## src/rtl/mult_pkg.sv

```systemverilog
// Shared types and constant helpers for the shift-add multiplier.
// Imported by the core and the rounding/saturation stage.
package mult_pkg;

  typedef enum logic [1:0] {
    StIdle,
    StRun,
    StFin,
    StDone
  } state_e;

  // Width of an iteration counter that can hold the values 0..width.
  function automatic int unsigned cnt_width(int unsigned width);
    return $clog2(width + 1);
  endfunction

  // Half an LSB of the rescaled result, i.e. the round-half-up offset.
  function automatic int unsigned round_const(int unsigned frac_bits);
    return (frac_bits == 0) ? 32'd0 : (32'd1 << (frac_bits - 1));
  endfunction

endpackage

```

## src/rtl/mult_round_sat.sv

```systemverilog
// Combinational Q-format rescale: round half up, shift by FRAC_BITS, then range
// check against WIDTH bits and clamp or wrap.
module mult_round_sat #(
  parameter int unsigned WIDTH     = 8,
  parameter int unsigned FRAC_BITS = 0,
  parameter int unsigned SATURATE  = 1
) (
  input  logic [2*WIDTH-1:0] product,
  input  logic               mode,
  output logic [WIDTH-1:0]   result,
  output logic               overflow
);
  import mult_pkg::*;

  localparam int unsigned PW = 2 * WIDTH;
  // Two guard bits: one for the rounding carry, one so unsigned stays positive.
  localparam int unsigned EW = PW + 2;
  localparam logic signed [EW-1:0] RndAdd = EW'(round_const(FRAC_BITS));

  logic signed [EW-1:0] ext;
  logic signed [EW-1:0] rounded;
  logic signed [EW-1:0] scaled;
  logic                 fits;
  logic [WIDTH-1:0]     sat_val;

  always_comb begin
    ext     = mode ? {{2{product[PW-1]}}, product} : {2'b00, product};
    rounded = ext + RndAdd;
    scaled  = rounded >>> FRAC_BITS;

    if (mode) begin
      fits    = (&scaled[EW-1:WIDTH-1]) | ~(|scaled[EW-1:WIDTH-1]);
      sat_val = scaled[EW-1] ? {1'b1, {(WIDTH-1){1'b0}}} : {1'b0, {(WIDTH-1){1'b1}}};
    end else begin
      fits    = ~(|scaled[EW-1:WIDTH]);
      sat_val = {WIDTH{1'b1}};
    end

    overflow = ~fits;
    result   = (!fits && (SATURATE != 0)) ? sat_val : scaled[WIDTH-1:0];
  end

endmodule

```

## src/rtl/mult_shiftadd_core.sv

```systemverilog
// Sequential shift-add multiplier, one multiplier bit per clock, with signed mode,
// fixed-point rescaling and valid/ready handshakes on both sides.
module mult_shiftadd_core #(
  parameter int unsigned WIDTH     = 8,
  parameter int unsigned FRAC_BITS = 0,
  parameter int unsigned SATURATE  = 1
) (
  input  logic               clk,
  input  logic               rst_n,
  input  logic               in_valid,
  output logic               in_ready,
  input  logic [WIDTH-1:0]   a,
  input  logic [WIDTH-1:0]   b,
  input  logic               signed_mode,
  output logic               out_valid,
  input  logic               out_ready,
  output logic [2*WIDTH-1:0] product,
  output logic [WIDTH-1:0]   result,
  output logic               overflow,
  output logic               busy
);
  import mult_pkg::*;

  localparam int unsigned PW   = 2 * WIDTH;
  localparam int unsigned CntW = cnt_width(WIDTH);
  localparam logic [CntW-1:0] LastCnt = CntW'(WIDTH - 1);

  state_e state_q, state_d;

  logic [CntW-1:0]  cnt_q;
  logic [WIDTH-1:0] mcand_q;
  logic [PW-1:0]    mplier_q;
  logic [PW-1:0]    acc_q;
  logic             sign_a_q, sign_b_q, mode_q;

  logic [PW-1:0]    product_q;
  logic [WIDTH-1:0] result_q;
  logic             overflow_q;

  logic             accept;
  logic [WIDTH-1:0] abs_a, abs_b;
  logic [PW-1:0]    signed_prod;
  logic [WIDTH-1:0] rs_result;
  logic             rs_overflow;

  always_ff @(posedge clk or negedge rst_n) begin
    if (!rst_n) begin
      state_q <= StIdle;
    end else begin
      state_q <= state_d;
    end
  end

  always_comb begin
    state_d = state_q;
    unique case (state_q)
      StIdle:  if (in_valid) state_d = StRun;
      StRun:   if (cnt_q == LastCnt) state_d = StFin;
      StFin:   state_d = StDone;
      StDone:  if (out_ready) state_d = StIdle;
      default: state_d = StIdle;
    endcase
  end

  always_comb begin
    in_ready  = 1'b0;
    busy      = 1'b0;
    out_valid = 1'b0;
    unique case (state_q)
      StIdle:  in_ready  = 1'b1;
      StRun:   busy      = 1'b1;
      StFin:   busy      = 1'b1;
      StDone:  out_valid = 1'b1;
      default: in_ready  = 1'b0;
    endcase
  end

  assign accept = (state_q == StIdle) && in_valid;

  // Magnitudes in WIDTH-bit unsigned: the most negative value maps to 2^(WIDTH-1).
  assign abs_a = (signed_mode && a[WIDTH-1]) ? -a : a;
  assign abs_b = (signed_mode && b[WIDTH-1]) ? -b : b;

  always_ff @(posedge clk or negedge rst_n) begin
    if (!rst_n) begin
      cnt_q    <= '0;
      mcand_q  <= '0;
      mplier_q <= '0;
      acc_q    <= '0;
      sign_a_q <= 1'b0;
      sign_b_q <= 1'b0;
      mode_q   <= 1'b0;
    end else if (accept) begin
      cnt_q    <= '0;
      mcand_q  <= abs_a;
      mplier_q <= {{WIDTH{1'b0}}, abs_b};
      acc_q    <= '0;
      sign_a_q <= signed_mode & a[WIDTH-1];
      sign_b_q <= signed_mode & b[WIDTH-1];
      mode_q   <= signed_mode;
    end else if (state_q == StRun) begin
      if (mcand_q[0]) acc_q <= acc_q + mplier_q;
      mplier_q <= mplier_q << 1;
      mcand_q  <= mcand_q >> 1;
      cnt_q    <= cnt_q + CntW'(1);
    end
  end

  assign signed_prod = (mode_q && (sign_a_q ^ sign_b_q)) ? -acc_q : acc_q;

  mult_round_sat #(
    .WIDTH     (WIDTH),
    .FRAC_BITS (FRAC_BITS),
    .SATURATE  (SATURATE)
  ) u_round_sat (
    .product  (signed_prod),
    .mode     (mode_q),
    .result   (rs_result),
    .overflow (rs_overflow)
  );

  // Results persist past DONE until the next FIN overwrites them.
  always_ff @(posedge clk or negedge rst_n) begin
    if (!rst_n) begin
      product_q  <= '0;
      result_q   <= '0;
      overflow_q <= 1'b0;
    end else if (state_q == StFin) begin
      product_q  <= signed_prod;
      result_q   <= rs_result;
      overflow_q <= rs_overflow;
    end
  end

  assign product  = product_q;
  assign result   = result_q;
  assign overflow = overflow_q;

endmodule

```

## config.mk

```make
export PLATFORM = sky130hd
export DESIGN_NAME = mult_shiftadd_core
export DESIGN_NICKNAME = d
export VERILOG_FILES = /design/src/rtl/mult_pkg.sv /design/src/rtl/mult_round_sat.sv /design/src/rtl/mult_shiftadd_core.sv
export SDC_FILE = /design/constraint.sdc
export NUM_CORES = 1
export LEC_CHECK = 0
export ABC_CLOCK_PERIOD_IN_PS = 4800
export BUFFER_PORTS_ARGS = -buffer_cell sky130_fd_sc_hd__buf_2
export CAP_MARGIN = 0
export CORE_MARGIN = 3
export CORE_UTILIZATION = 40
export DETAILED_ROUTE_END_ITERATION = 12
export PLACE_DENSITY = 0.68
export SLEW_MARGIN = 40
export SYNTH_ARGS = -nofsm -noshare
export SYNTH_HDL_FRONTEND = slang
export SYNTH_SLANG_ARGS = --single-unit
```

## constraint.sdc

```tcl
create_clock -name clk -period 4.8 [get_ports clk]
set_input_delay 0.96 -clock clk [delete_from_list [all_inputs] [get_ports clk]]
set_output_delay 0.96 -clock clk [all_outputs]
set_load 0.02 [all_outputs]
```

### Word-level counts from Yosys, hierarchy flattened

Index checks and enable logic that the tools add are counted.

* shifts and indexed selects: 0
* reductions and logical operators: 13
* divide/modulo/power cells: 0
* add/sub/neg operators: 5
* order comparisons: 0
* equal/unequal tests: 7
* bitwise logic cells: 7
* muxes and demuxes: 24
* multipliers: 0

Operators by type and width (number)
* $mux 16: 6
* $mux 8: 7
* $mux 18: 1
* $add 16x16->16: 1
* $neg 16->16: 1
* $neg 8->8: 2
* $reduce_and 11->1: 1
* $reduce_or 11->1: 1
* $reduce_or 10->1: 1
* $mux 4: 2
* $pmux 2 s4: 1
* $mux 2: 3
* $ne 2x2->1 const B: 3
* $add 4x1->4 const B: 1
* $eq 2x2->1 const B: 2
* $eq 4x3->1 const B: 1
* $logic_and 1x1->1: 4
* $mux 1: 4
* $reduce_bool 2->1: 2
* $not 1->1: 3
* $reduce_and 3->1: 1
* $and 1x1->1: 2
* $eq 2x1->1 const B: 1
* $logic_not 2->1: 1
* other kinds (4): 4

* input bits: 21
* bits in writable memories: 0
* bits in latches: 0
* output and inout port bits: 28
* word-level logic and storage cells: 67
* memories: 0
* register bits after elaboration: 74
* ROM bits: 0

### Logic depth before layout (Yosys ltp)

Gate-level depths: netlist of run 1.

* depth after elaboration: 9
* mapped depth: 10
* mapped depth without buffers: 10

### Hierarchy

A second synthesis of run 1 with hierarchy kept.

* cells, all modules: 449
* area, all modules: 4466.8 um^2

Modules (own cells, without submodules)
* mult_shiftadd_core: seq. area each 1851.8 um^2, area each 4322.9 um^2, instances 1, cells an instance 428
* mult_round_sat: seq. area each 0.0 um^2, area each 143.9 um^2, instances 1, cells an instance 21

### Worst setup path after synthesis of run 1

Ideal clock, no wire load.

* path kind: register -> register
* start point: register acc_q[1]
* end point: register overflow_q (netlist: overflow)
* arrival time: 2.477 ns
* required time: 4.675 ns
* path slack: 2.198 ns
* clock period less this slack: 2.602 ns
* library setup time: 0.125 ns
* path buffers: 0
* stages on the path, launching flop included: 10
* path through: dfrtp_1 > inv_1 > ha_1 > or4b_1 > o211ai_2 > xor2_1 > or3_4 > nor4_4 > a21boi_2 > mux2_2

* cells in the longest elaborated chain, start to end: 8
* elaborated cells between the ends (all ways): 11
* those cells by class: add/sub: 1; mux: 3; bitwise: 4; reduce/logical: 3

RTL lines
* start: declaration: RTL line mult_shiftadd_core.sv:33 `logic [PW-1:0] acc_q;`
* start signal: assignment: RTL line mult_shiftadd_core.sv:102 `if (mcand_q[0]) acc_q <= acc_q + mplier_q;`
* $neg 16->16 (*): RTL line mult_shiftadd_core.sv:109 `assign signed_prod = (mode_q && (sign_a_q ^ sign_b_q)) ? -acc_q : acc_q;`
* $mux 16 (*): RTL line mult_shiftadd_core.sv:109
* $mux 18 (*): RTL line mult_round_sat.sv:27 `ext = mode ? {{2{product[PW-1]}}, product} : {2'b00, product};`
* $reduce_or 11->1: RTL line mult_round_sat.sv:32 `fits = (&scaled[EW-1:WIDTH-1]) | ~(|scaled[EW-1:WIDTH-1]);`
* $not 1->1: RTL line mult_round_sat.sv:32
* $or 1x1->1: RTL line mult_round_sat.sv:32
* $mux 1 (*): RTL line mult_round_sat.sv:31 `if (mode) begin`
* $not 1->1 (*): RTL line mult_round_sat.sv:39 `overflow = ~fits;`
* end signal: assignment: RTL line mult_shiftadd_core.sv:131 `overflow_q <= rs_overflow;`
* end: declaration: RTL line mult_shiftadd_core.sv:38 `logic overflow_q;`

Mark *: on every way between the ends. The rest lies on a longest branch, timed or not.
A chain may end at the register's enable or synchronous reset.

### Worst setup path in the final report of run 1

Same ends and word-level chain as after synthesis.

==> reports/metrics.cfg, run 1 <==
[run_status]
status = finished, final reports clean

[clock_network]
htreeDepth = 3
clock_path_buffers = 2
cts-resized-gates = 0
cts.sinks = 74
path_clk_slew_ns = 0.05
cts_tree = built
cts-root-buf = clkbuf_16
postCtsSetupBuffers = 0
clk_latency_ns = 0.33
cts_buffers = 9
postCtsHoldBufs = 0

[route]
drt-total-wl_um = 10500
drtIter0Drc = 204
drc = 0
final_antenna_net_count = 0
via_count = 3873
first_pass_iters = 4
wire_per_inst_um = 15.0
via_per_inst = 5.55

[setup_path]
max_stage_delay_ns = 0.49
cp-start-kind = register
critPathMaxFanout = 7
critPathSlowestCell = or4b_1
cp.arrival_ns = 3.09
critical_path_class = register to register
endpoint_kind = register
reg2reg_slack_ns = 1.93
required_ns = 5.02
worstPathCellList = inv_1, ha_1, or4b_1, o211ai_2, xor2_1, or3_4, nor4_4, a21boi_2, mux2_2

[timing]
skew_ns = 0.00491
finalSetupViolCount = 0
hold_viol = 0
post-route-worst-setup-slack_ns = 1.93
finalCriticalPeriod_ns = 2.87
finalSetupTns_ns = 0
fmax_mhz = 349
slew_violations = 0
relSlewSlack_pct = 49.7
fin_crit_sh_pct = 59.8
tightest_slew_ns = 0.749
rsz0062_at_grt = false

[global_routing]
grt_usage_pct = 16.8
grt_pass1_wl_um = 17800
gr-total-overflow = 0
grt_max_degree = 56
grt_pass1_vias = 3760
antenna_found_initial = 0

[min_path]
hp-class = register to register

[yosys]
synthTopCellsByArea = dfrtp_1, ha_1, mux2i_1
synth_cell_types = 63
yosysTopAreaCellShare_pct = 39.8
synthCells = 517
syn-cell-area_mm2 = 0.00466
synth-main-ff-cell = dfrtp_1
ys_async_sr_fraction_pct = 100
synth_edf_count = 0
ys_seq_elements = 74
seq_area_frac_synth_pct = 39.8
ys_warn_count = 0
yosys.area.top_type = dfrtp_1
avgSynthCellArea_um2 = 9.01
syn-num-nets = 562

[floorplanning]
die_x_um = 114
coreArea_mm2 = 0.0111
dieArea_mm2 = 0.0130
rows = 38
ios = 49
start_util_pct = 41.9
die_h_um = 114

[power]
ir_worst_vdd_v = 0.000364
power_density_mw_per_mm2 = 708
leakage_nw = 2.40

[job]
cap_violations = 0

[placement]
gp_congestion = 0.983
io_buffers = 48
preCtsSetupSlack_ns = 1.95
dp_hpwl_um = 7670

[finish]
final_common_cell = dfrtp_1
drive_above_1_share_pct = 14.2
final_nets = 601
diodes = 0
final_cell_mix = dfrtp_1, nor2_1, nand2_1, buf_2, o21ai_0
fillCellCount = 1081
area_growth_pct = 12.9

[flip-flops by register name (all words and copies together), names as in the netlist]
| signal | count |
|---|---|
| mplier_q | 16 |
| result | 8 |
| mcand_q | 8 |
| sign_b_q | 1 |
| sign_a_q | 1 |
| state_q | 2 |
| mode_q | 1 |
| acc_q | 16 |
| product | 16 |
| overflow | 1 |
| cnt_q | 4 |
[Yosys cell counts (2+ instances only)]
cell type	number
nor4b_1	4
or4_1	2
buf_2	2
a21oi_1	35
nand3_1	13
nor3_1	13
nor2_1	53
inv_1	22
and4_1	2
nand2_1	51
a21boi_0	4
ha_1	23
o21a_1	5
and2_1	4
o211ai_1	4
o221ai_1	4
and3_1	10
clkbuf_1	17
nor2b_1	2
nor4_4	2
xor2_1	13
nand3b_1	6
buf_1	4
or4b_1	2
a31oi_1	3
a21o_1	5
nand4_1	4
xnor2_1	15
mux2i_1	23
o311ai_1	3
or3_1	9
a211oi_1	10
mux2_2	2
dfrtp_1	74
o31ai_1	4
o21ai_0	40
o21ai_1	2
[power by group]
part | total (mW) | switching (mW) | internal, mW
sequential | 1.17 | 0.271 | 0.900
combinational | 1.97 | 1.21 | 0.766
clock | 0.579 | 0.242 | 0.337
total | 3.73 | 1.72 | 2.00
[stage by stage]
step	hold slack (ns)	utilization [%]	cell area [µm²]	std cells	total power [mW]
floorplan	0.480	-	4660	517	2.64
global placement	0.456	45.0	5010	685	3.09
detailed placement	0.478	45.0	5010	685	3.14
CTS	0.492	47.3	5260	698	3.74
global route	0.512	47.3	5260	698	4.05
finish	0.486	47.3	5260	698	3.73
[path summary, 6_finish.rpt]
| check | from | to | cells past startpoint |
|---|---|---|---|
| worst max register to register | acc_q[1]$_DFFE_PN0P_ | overflow$_DFFE_PN0P_ | 9 |
| worst max-delay path | acc_q[1]$_DFFE_PN0P_ | overflow$_DFFE_PN0P_ | 9 |
| worst min register to register | result[3]$_DFFE_PN0P_ | result[3]$_DFFE_PN0P_ | 2 |
| max in group asynchronous | rst_n | acc_q[6]$_DFFE_PN0P_ | 2 |
| min in group asynchronous | rst_n | state_q[0]$_DFFE_PN0P_ | 1 |
| worst min-delay path | result[3]$_DFFE_PN0P_ | result[3]$_DFFE_PN0P_ | 2 |
[layout make-up]
class	instances	area, µm²	area share (%)
clock inverters	4	22.5	0.428
well taps	140	175	3.33
flip-flops and latches	74	1850	35.2
repair buffers	52	273	5.19
multi-input cells	396	2630	49.9
clock buffers	9	225	4.28
inverters	23	86.3	1.64
[layer usage]
metal | part of all wire [%] | up-vias | track usage (%) | wire length, µm
met5 | 0 | - | 0 | 0
met4 | 2.0 | 0 | 5.54 | 214
met3 | 5.2 | 18 | 3.98 | 550
met2 | 45 | 93 | 26.9 | 4750
met1 | 47 | 1818 | 22.4 | 4980
li1 | - | 1944 | - | -
[cells by family after synthesis]
family                   Yosys count  share of synthesized area [%]
AO/OA/AOI/OAI                    136                           18.9
XOR/XNOR                          29                           5.61
buffers and inverters             47                           3.87
flip-flops                        74                           39.8
multiplexers                      25                           5.43
adder cells (fa/ha/maj)           24                           6.61
AND/OR/NAND/NOR                  182                           19.9
[worst max-delay path, delay by kind of cell, from the launching register on]
| family | cells | cell delay, ns |
|---|---|---|
| AOI/OAI and AO/OA | 2 | 0.32 |
| buffers and inverters | 1 | 0.15 |
| DFF | 1 | 0.43 |
| xor gates and xnor gates | 1 | 0.13 |
| adders and majority gates | 1 | 0.28 |
| muxes | 1 | 0.29 |
| and+or+nand+nor | 3 | 1.15 |
(Power assumes the default switching activity.)
==> inputs of run 2 (changes only) <==
--- a/config.mk
+++ b/config.mk
@@ -5,7 +5,7 @@
 export SDC_FILE = /design/constraint.sdc
 export NUM_CORES = 1
 export LEC_CHECK = 0
-export ABC_CLOCK_PERIOD_IN_PS = 4800
+export ABC_CLOCK_PERIOD_IN_PS = 2700
 export BUFFER_PORTS_ARGS = -buffer_cell sky130_fd_sc_hd__buf_2
 export CAP_MARGIN = 0
 export CORE_MARGIN = 3
==> constraint.sdc (replaced) <==
create_clock -name clk -period 2.7 [get_ports clk]
set_input_delay 0.54 -clock clk [delete_from_list [all_inputs] [get_ports clk]]
set_output_delay 0.54 -clock clk [all_outputs]
set_load 0.02 [all_outputs]
==> reports/metrics.cfg, run 2 (synthesis gave the netlist of run 1 again) <==
[route]
wire_per_inst_um = 14.8  ; -1.5%
drc = 0  ; unchanged
drt-total-wl_um = 10800  ; +2.5%
via_count = 4004  ; +3.4%
first_pass_iters = 4  ; unchanged
final_antenna_net_count = 0  ; unchanged
drtIter0Drc = 329  ; +61%
via_per_inst = 5.52  ; -0.60%

[finish]
diodes = 0  ; unchanged
area_growth_pct = 20.8
finalInstanceArea_mm2 = 0.00563  ; +6.9%
final_cell_mix = dfrtp_1, nor2_1, nand2_1, buf_2, o21ai_0
drive_above_1_share_pct = 20.0  ; +5.8 points
final_common_cell = dfrtp_1
final_nets = 626  ; +4.2%

[power]
p_seq_share_pct = 27.2  ; -4.2 points
pwr-share-clk_pct = 19.0  ; +3.4 points
leakage_nw = 2.59  ; +7.6%
switchingPower_mw = 3.19  ; +85%
switching_share_pct = 43.1  ; -3.2 points
p_comb_share_pct = 53.8  ; +0.8 points
ir_worst_vdd_v = 0.000762  ; +110%
power_density_mw_per_mm2 = 1320  ; +86%
p_int_mw = 4.22  ; +110%

[clock_network]
cts.sinks = 74  ; unchanged
postCtsSetupBuffers = 0  ; unchanged
path_clk_slew_ns = 0.06  ; about the same
clock_path_buffers = 2  ; unchanged
cts-root-buf = clkbuf_16
clk_latency_ns = 0.34  ; about the same
cts_tree = built
cts_buffers = 9  ; unchanged
htreeDepth = 3  ; unchanged

[timing]
finalCriticalPeriod_ns = 2.61  ; -0.262 ns
finalSetupTns_ns = 0  ; unchanged
hold_viol = 0  ; unchanged
relSlewSlack_pct = 53.3  ; +3.6 points
post-route-worst-setup-slack_ns = 0.0939  ; -1.84 ns
skew_ns = 0.00710  ; +0.00219 ns
slew_violations = 0  ; unchanged
fin_crit_sh_pct = 96.5  ; +37 points
fmax_mhz = 384  ; +10%
tightest_slew_ns = 0.699  ; -0.0497 ns
finalSetupViolCount = 0  ; unchanged

[setup_path]
rr_startpoint = acc_q[7]$_DFFE_PN0P_
cp.depth = 8  ; -1
r2r_cells = 8  ; -1
endpoint = overflow$_DFFE_PN0P_
worstReg2RegEnd = overflow$_DFFE_PN0P_
startpoint = acc_q[7]$_DFFE_PN0P_
critical_path_class = register to register
path_common_cell = nand4_1
max_stage_delay_ns = 0.47  ; -0.02 ns
reg2reg_slack_ns = 0.09  ; -1.84 ns
worst-path-buf-inv = 1  ; unchanged
cp-start-kind = register
required_ns = 2.92  ; -2.10 ns
endpoint_kind = register
worstPathCellList = buf_4, nor4_4, nand4_1, a221oi_2, and3_1, nand4_1, a21boi_4, mux2_2
critPathMaxFanout = 9  ; +2
crit_family = simple AND/OR/NAND/NOR gates
cp.arrival_ns = 2.83  ; -0.26 ns
critPathSlowestCell = nor4_4

[placement]
preCtsSetupSlack_ns = 0.0216  ; -1.93 ns
io_buffers = 48  ; unchanged
gp_congestion = 0.882  ; -10%
dp_hpwl_um = 7990  ; +4.2%
placed_area_mm2 = 0.00521  ; +4.0%

[min_path]
hp-class = primary input to asynchronous set/reset pin

[global_routing]
gr-total-overflow = 0  ; unchanged
antenna_found_initial = 0  ; unchanged
grt_usage_pct = 17.6  ; +0.79 points
grt_pass1_vias = 3881  ; +3.2%
grt_pass1_wl_um = 18600  ; +4.5%
grt_max_degree = 50  ; -11%

[floorplanning]
ios = 49  ; unchanged
dieArea_mm2 = 0.0130  ; unchanged
die_h_um = 114  ; unchanged
rows = 38  ; unchanged
die_x_um = 114  ; unchanged
start_util_pct = 41.9  ; unchanged
coreArea_mm2 = 0.0111  ; unchanged

[job]
cap_violations = 0  ; unchanged

[run_status]
status = finished, final reports clean

## run 2: cell count changes in the layout (fill, tap and decap cells not counted), sizes merged
cell / before / now
buf: 52 / 77
bufinv: 0 / 3
clkbuf: 9 / 12
clkinv: 3 / 0
## run 2: power groups by stage
| stage | sequential (mW) | clock, mW | combinational, mW |
|---|---|---|---|
| global route | 2.10 | 1.48 | 4.43 |
| global placement | 2.01 | 0 | 3.76 |
| CTS | 2.02 | 1.43 | 3.89 |
| finish | 2.02 | 1.41 | 3.99 |
| floorplan | 2.16 | 0 | 2.53 |
| detailed placement | 2.03 | 0 | 3.86 |
## run 2: layout make-up
type,count,area [µm²]
clock buffers,12,256
clock inverters,4,97.6
fillers,1068,5500
inverters,23,86.3
multi-input cells,396,2690
flip-flops and latches,74,1850
well taps,140,175
repair buffers,77,470
## run 2: worst min path at each step
stage | start | end | slack, ns | cells past startpoint
finish | rst_n | product[11]$_DFFE_PN0P_ | 0.20 | 1
global route | rst_n | product[11]$_DFFE_PN0P_ | 0.24 | 1
CTS | rst_n | product[11]$_DFFE_PN0P_ | 0.22 | 1
detailed placement | product[7]$_DFFE_PN0P_ | product[7]$_DFFE_PN0P_ | 0.47 | 1
global placement | product[7]$_DFFE_PN0P_ | product[7]$_DFFE_PN0P_ | 0.46 | 1
floorplan | rst_n | acc_q[0]$_DFFE_PN0P_ | 0.24 | 0
## run 2: routing by layer
layer  up-vias  track usage, %  part of all wire (%)
li1       1992               -                     -
met1      1919            23.8                    48
met2        82            27.7                    46
met3        11            3.98                   4.7
met4         0            6.18                   1.4
met5         -               0                     0
## run 2: repair_timing
| action | 4_1_cts | 5_1_grt |
|---|---|---|
| gates resized for setup | 0 | 14 |
| endpoints found under the setup margin | 0 | 12 |
| hold buffers | 0 | 0 |
## run 2: per-stage QoR
stage	std cells	utilization [%]	hold slack [ns]	power, mW
after floorplan	517	-	0.244	4.69
after global placement	710	46.8	0.456	5.77
after detailed placement	710	46.8	0.467	5.89
after CTS	726	50.0	0.221	7.34
after global routing	726	50.6	0.245	8.02
final	726	50.6	0.203	7.42
==> inputs of run 3 (changes only) <==
==> constraint.sdc (replaced) <==
create_clock -name clk -period 2.7 [get_ports clk]
set_input_delay 0 -clock clk [delete_from_list [all_inputs] [get_ports clk]]
set_output_delay 0 -clock clk [all_outputs]
set_load 0.02 [all_outputs]
==> reports/metrics.cfg, run 3 (synthesis gave the netlist of run 1 again) <==
[run_status]
status = finished, final reports clean

[timing]
fmax_mhz = 379  ; -1.2%
slew_violations = 0  ; unchanged
finalCriticalPeriod_ns = 2.64  ; +0.0320 ns
finalSetupViolCount = 0  ; unchanged
rsz0062_at_grt = true
hold_ws_ns = 0.00378  ; -0.199 ns
fin_crit_sh_pct = 97.7  ; +1.2 points
skew_ns = 0.00489  ; -0.00221 ns
tightest_slew_ns = 0.775  ; +0.0765 ns
hold_viol = 0  ; unchanged
relSlewSlack_pct = 48.3  ; -5.0 points

[global_routing]
grt_pass1_vias = 4069  ; +4.8%
gr-total-overflow = 0  ; unchanged
grt_max_degree = 39  ; -22%
antenna_found_initial = 0  ; unchanged
grt_usage_pct = 18.6  ; +0.99 points
grt_pass1_wl_um = 19700  ; +5.8%

[route]
final_antenna_net_count = 0  ; unchanged
drtIter0Drc = 314  ; -4.6%
via_count = 4133  ; +3.2%
wire_per_inst_um = 15.4  ; +3.8%
via_per_inst = 5.56  ; +0.72%
drt-total-wl_um = 11400  ; +6.4%
first_pass_iters = 4  ; unchanged
drc = 0  ; unchanged

[power]
leakage_nw = 2.65  ; +2.5%
power_density_mw_per_mm2 = 1300  ; -1.7%
p_total_mw = 7.50  ; +1.2%
ir_worst_vdd_v = 0.000697  ; -8.6%

[clock_network]
clk_latency_ns = 0.34  ; about the same
cts_buffers = 9  ; unchanged
cts_tree = built
path_clk_slew_ns = 0.06  ; about the same
cts-root-buf = clkbuf_16
cts.sinks = 74  ; unchanged
clock_path_buffers = 2  ; unchanged
htreeDepth = 3  ; unchanged

[placement]
io_buffers = 48  ; unchanged
dp_hpwl_um = 8190  ; +2.5%
gp_congestion = 0.891  ; +1.0%

[finish]
drive_above_1_share_pct = 21.5  ; +1.6 points
final_cell_mix = dfrtp_1, nor2_1, nand2_1, buf_2, o21ai_0
diodes = 0  ; unchanged
final_nets = 644  ; +2.9%
final_common_cell = dfrtp_1
final_util_pct = 52.0  ; +1.5 points
fillCellCount = 1027  ; -3.8%
area_growth_pct = 24.3

[setup_path]
endpoint_kind = register
cp.arrival_ns = 2.86  ; +0.03 ns
cp-start-kind = register
critical_path_class = register to register
critPathMaxFanout = 7  ; -2
required_ns = 2.93  ; about the same

[job]
cap_violations = 0  ; unchanged

[floorplanning]
start_util_pct = 41.9  ; unchanged
ios = 49  ; unchanged
die_x_um = 114  ; unchanged
die_h_um = 114  ; unchanged
coreArea_mm2 = 0.0111  ; unchanged
rows = 38  ; unchanged
dieArea_mm2 = 0.0130  ; unchanged

[min_path]
hp-class = primary input to register

-- run 3: changes by cell type in the layout (fill, tap and decap cells not counted), sizes merged --
cell,before,now
clkbuf,12,9
clkinv,0,3
bufinv,3,2
buf,77,84
dlygate4sd3,0,11
clkinvlp,1,2
-- run 3: power by group --
part	total (mW)	switching [mW]	internal, mW
registers	2.04	0.434	1.60
logic	4.19	2.41	1.79
clock network	1.28	0.470	0.806
total	7.50	3.31	4.19
-- run 3: path summary, 6_finish.rpt --
kind | depth (start not counted) | startpoint | slack (ns) | end
max | 9 | acc_q[1]$_DFFE_PN0P_ | 0.06 | overflow$_DFFE_PN0P_
min | 4 | b[2] | 0.004 | mplier_q[2]$_DFFE_PN0P_
max reg2reg | 9 | acc_q[1]$_DFFE_PN0P_ | 0.06 | overflow$_DFFE_PN0P_
min reg2reg | 1 | product[7]$_DFFE_PN0P_ | 0.48 | product[7]$_DFFE_PN0P_
max in group asynchronous | 3 | rst_n | 1.82 | acc_q[1]$_DFFE_PN0P_
min in group asynchronous | 2 | rst_n | 0.09 | state_q[0]$_DFFE_PN0P_
-- run 3: what timing repair did --
item	in CTS	in global routing
setup endpoints to repair	1	12
resized for setup	2	21
hold buffers	11	0
endpoints found under the hold margin	45	0
setup buffers	0	6
pin swaps	0	8
-- run 3: worst max-delay path, stage by stage, from the launching register on --
cell and delay, ns:
dfrtp_2 0.43, inv_1 0.08, ha_2 0.17, or4b_4 0.46, o211ai_2 0.22, xor2_2 0.11, or3_4 0.39, nor4_4 0.24
a21boi_4 0.15, mux2_4 0.27
-- run 3: per-stage QoR --
step / instance area, µm² / instances / TNS, ns / setup WS [ns]
global placement: 5200 / 711 / 0 / 0.115
floorplan: 4660 / 517 / 0 / 0.0984
finish: 5790 / 744 / 0 / 0.0619
detailed placement: 5200 / 711 / 0 / 0.0332
CTS: 5650 / 738 / 0 / 0.0160
global route: 5790 / 744 / -0.108 / -0.0383
-- run 3: area by class of cell --
type                    instances  area [µm²]  area share [%]
multi-input cells             396        2730            47.2
clock inverters                 7        93.8            1.62
inverters                      23        86.3            1.49
flip-flops and latches         74        1850            32.0
repair buffers                 95         621            10.7
well taps                     140         175            3.03
clock buffers                   9         225            3.89
-- run 3: routing by layer --
layer	global-route usage, %	vias to the layer above	routed length, µm
met3	4.35	19	531
met2	30.4	95	5400
met4	5.46	0	216
met5	0	-	0
li1	-	2040	-
met1	24.6	1979	5290
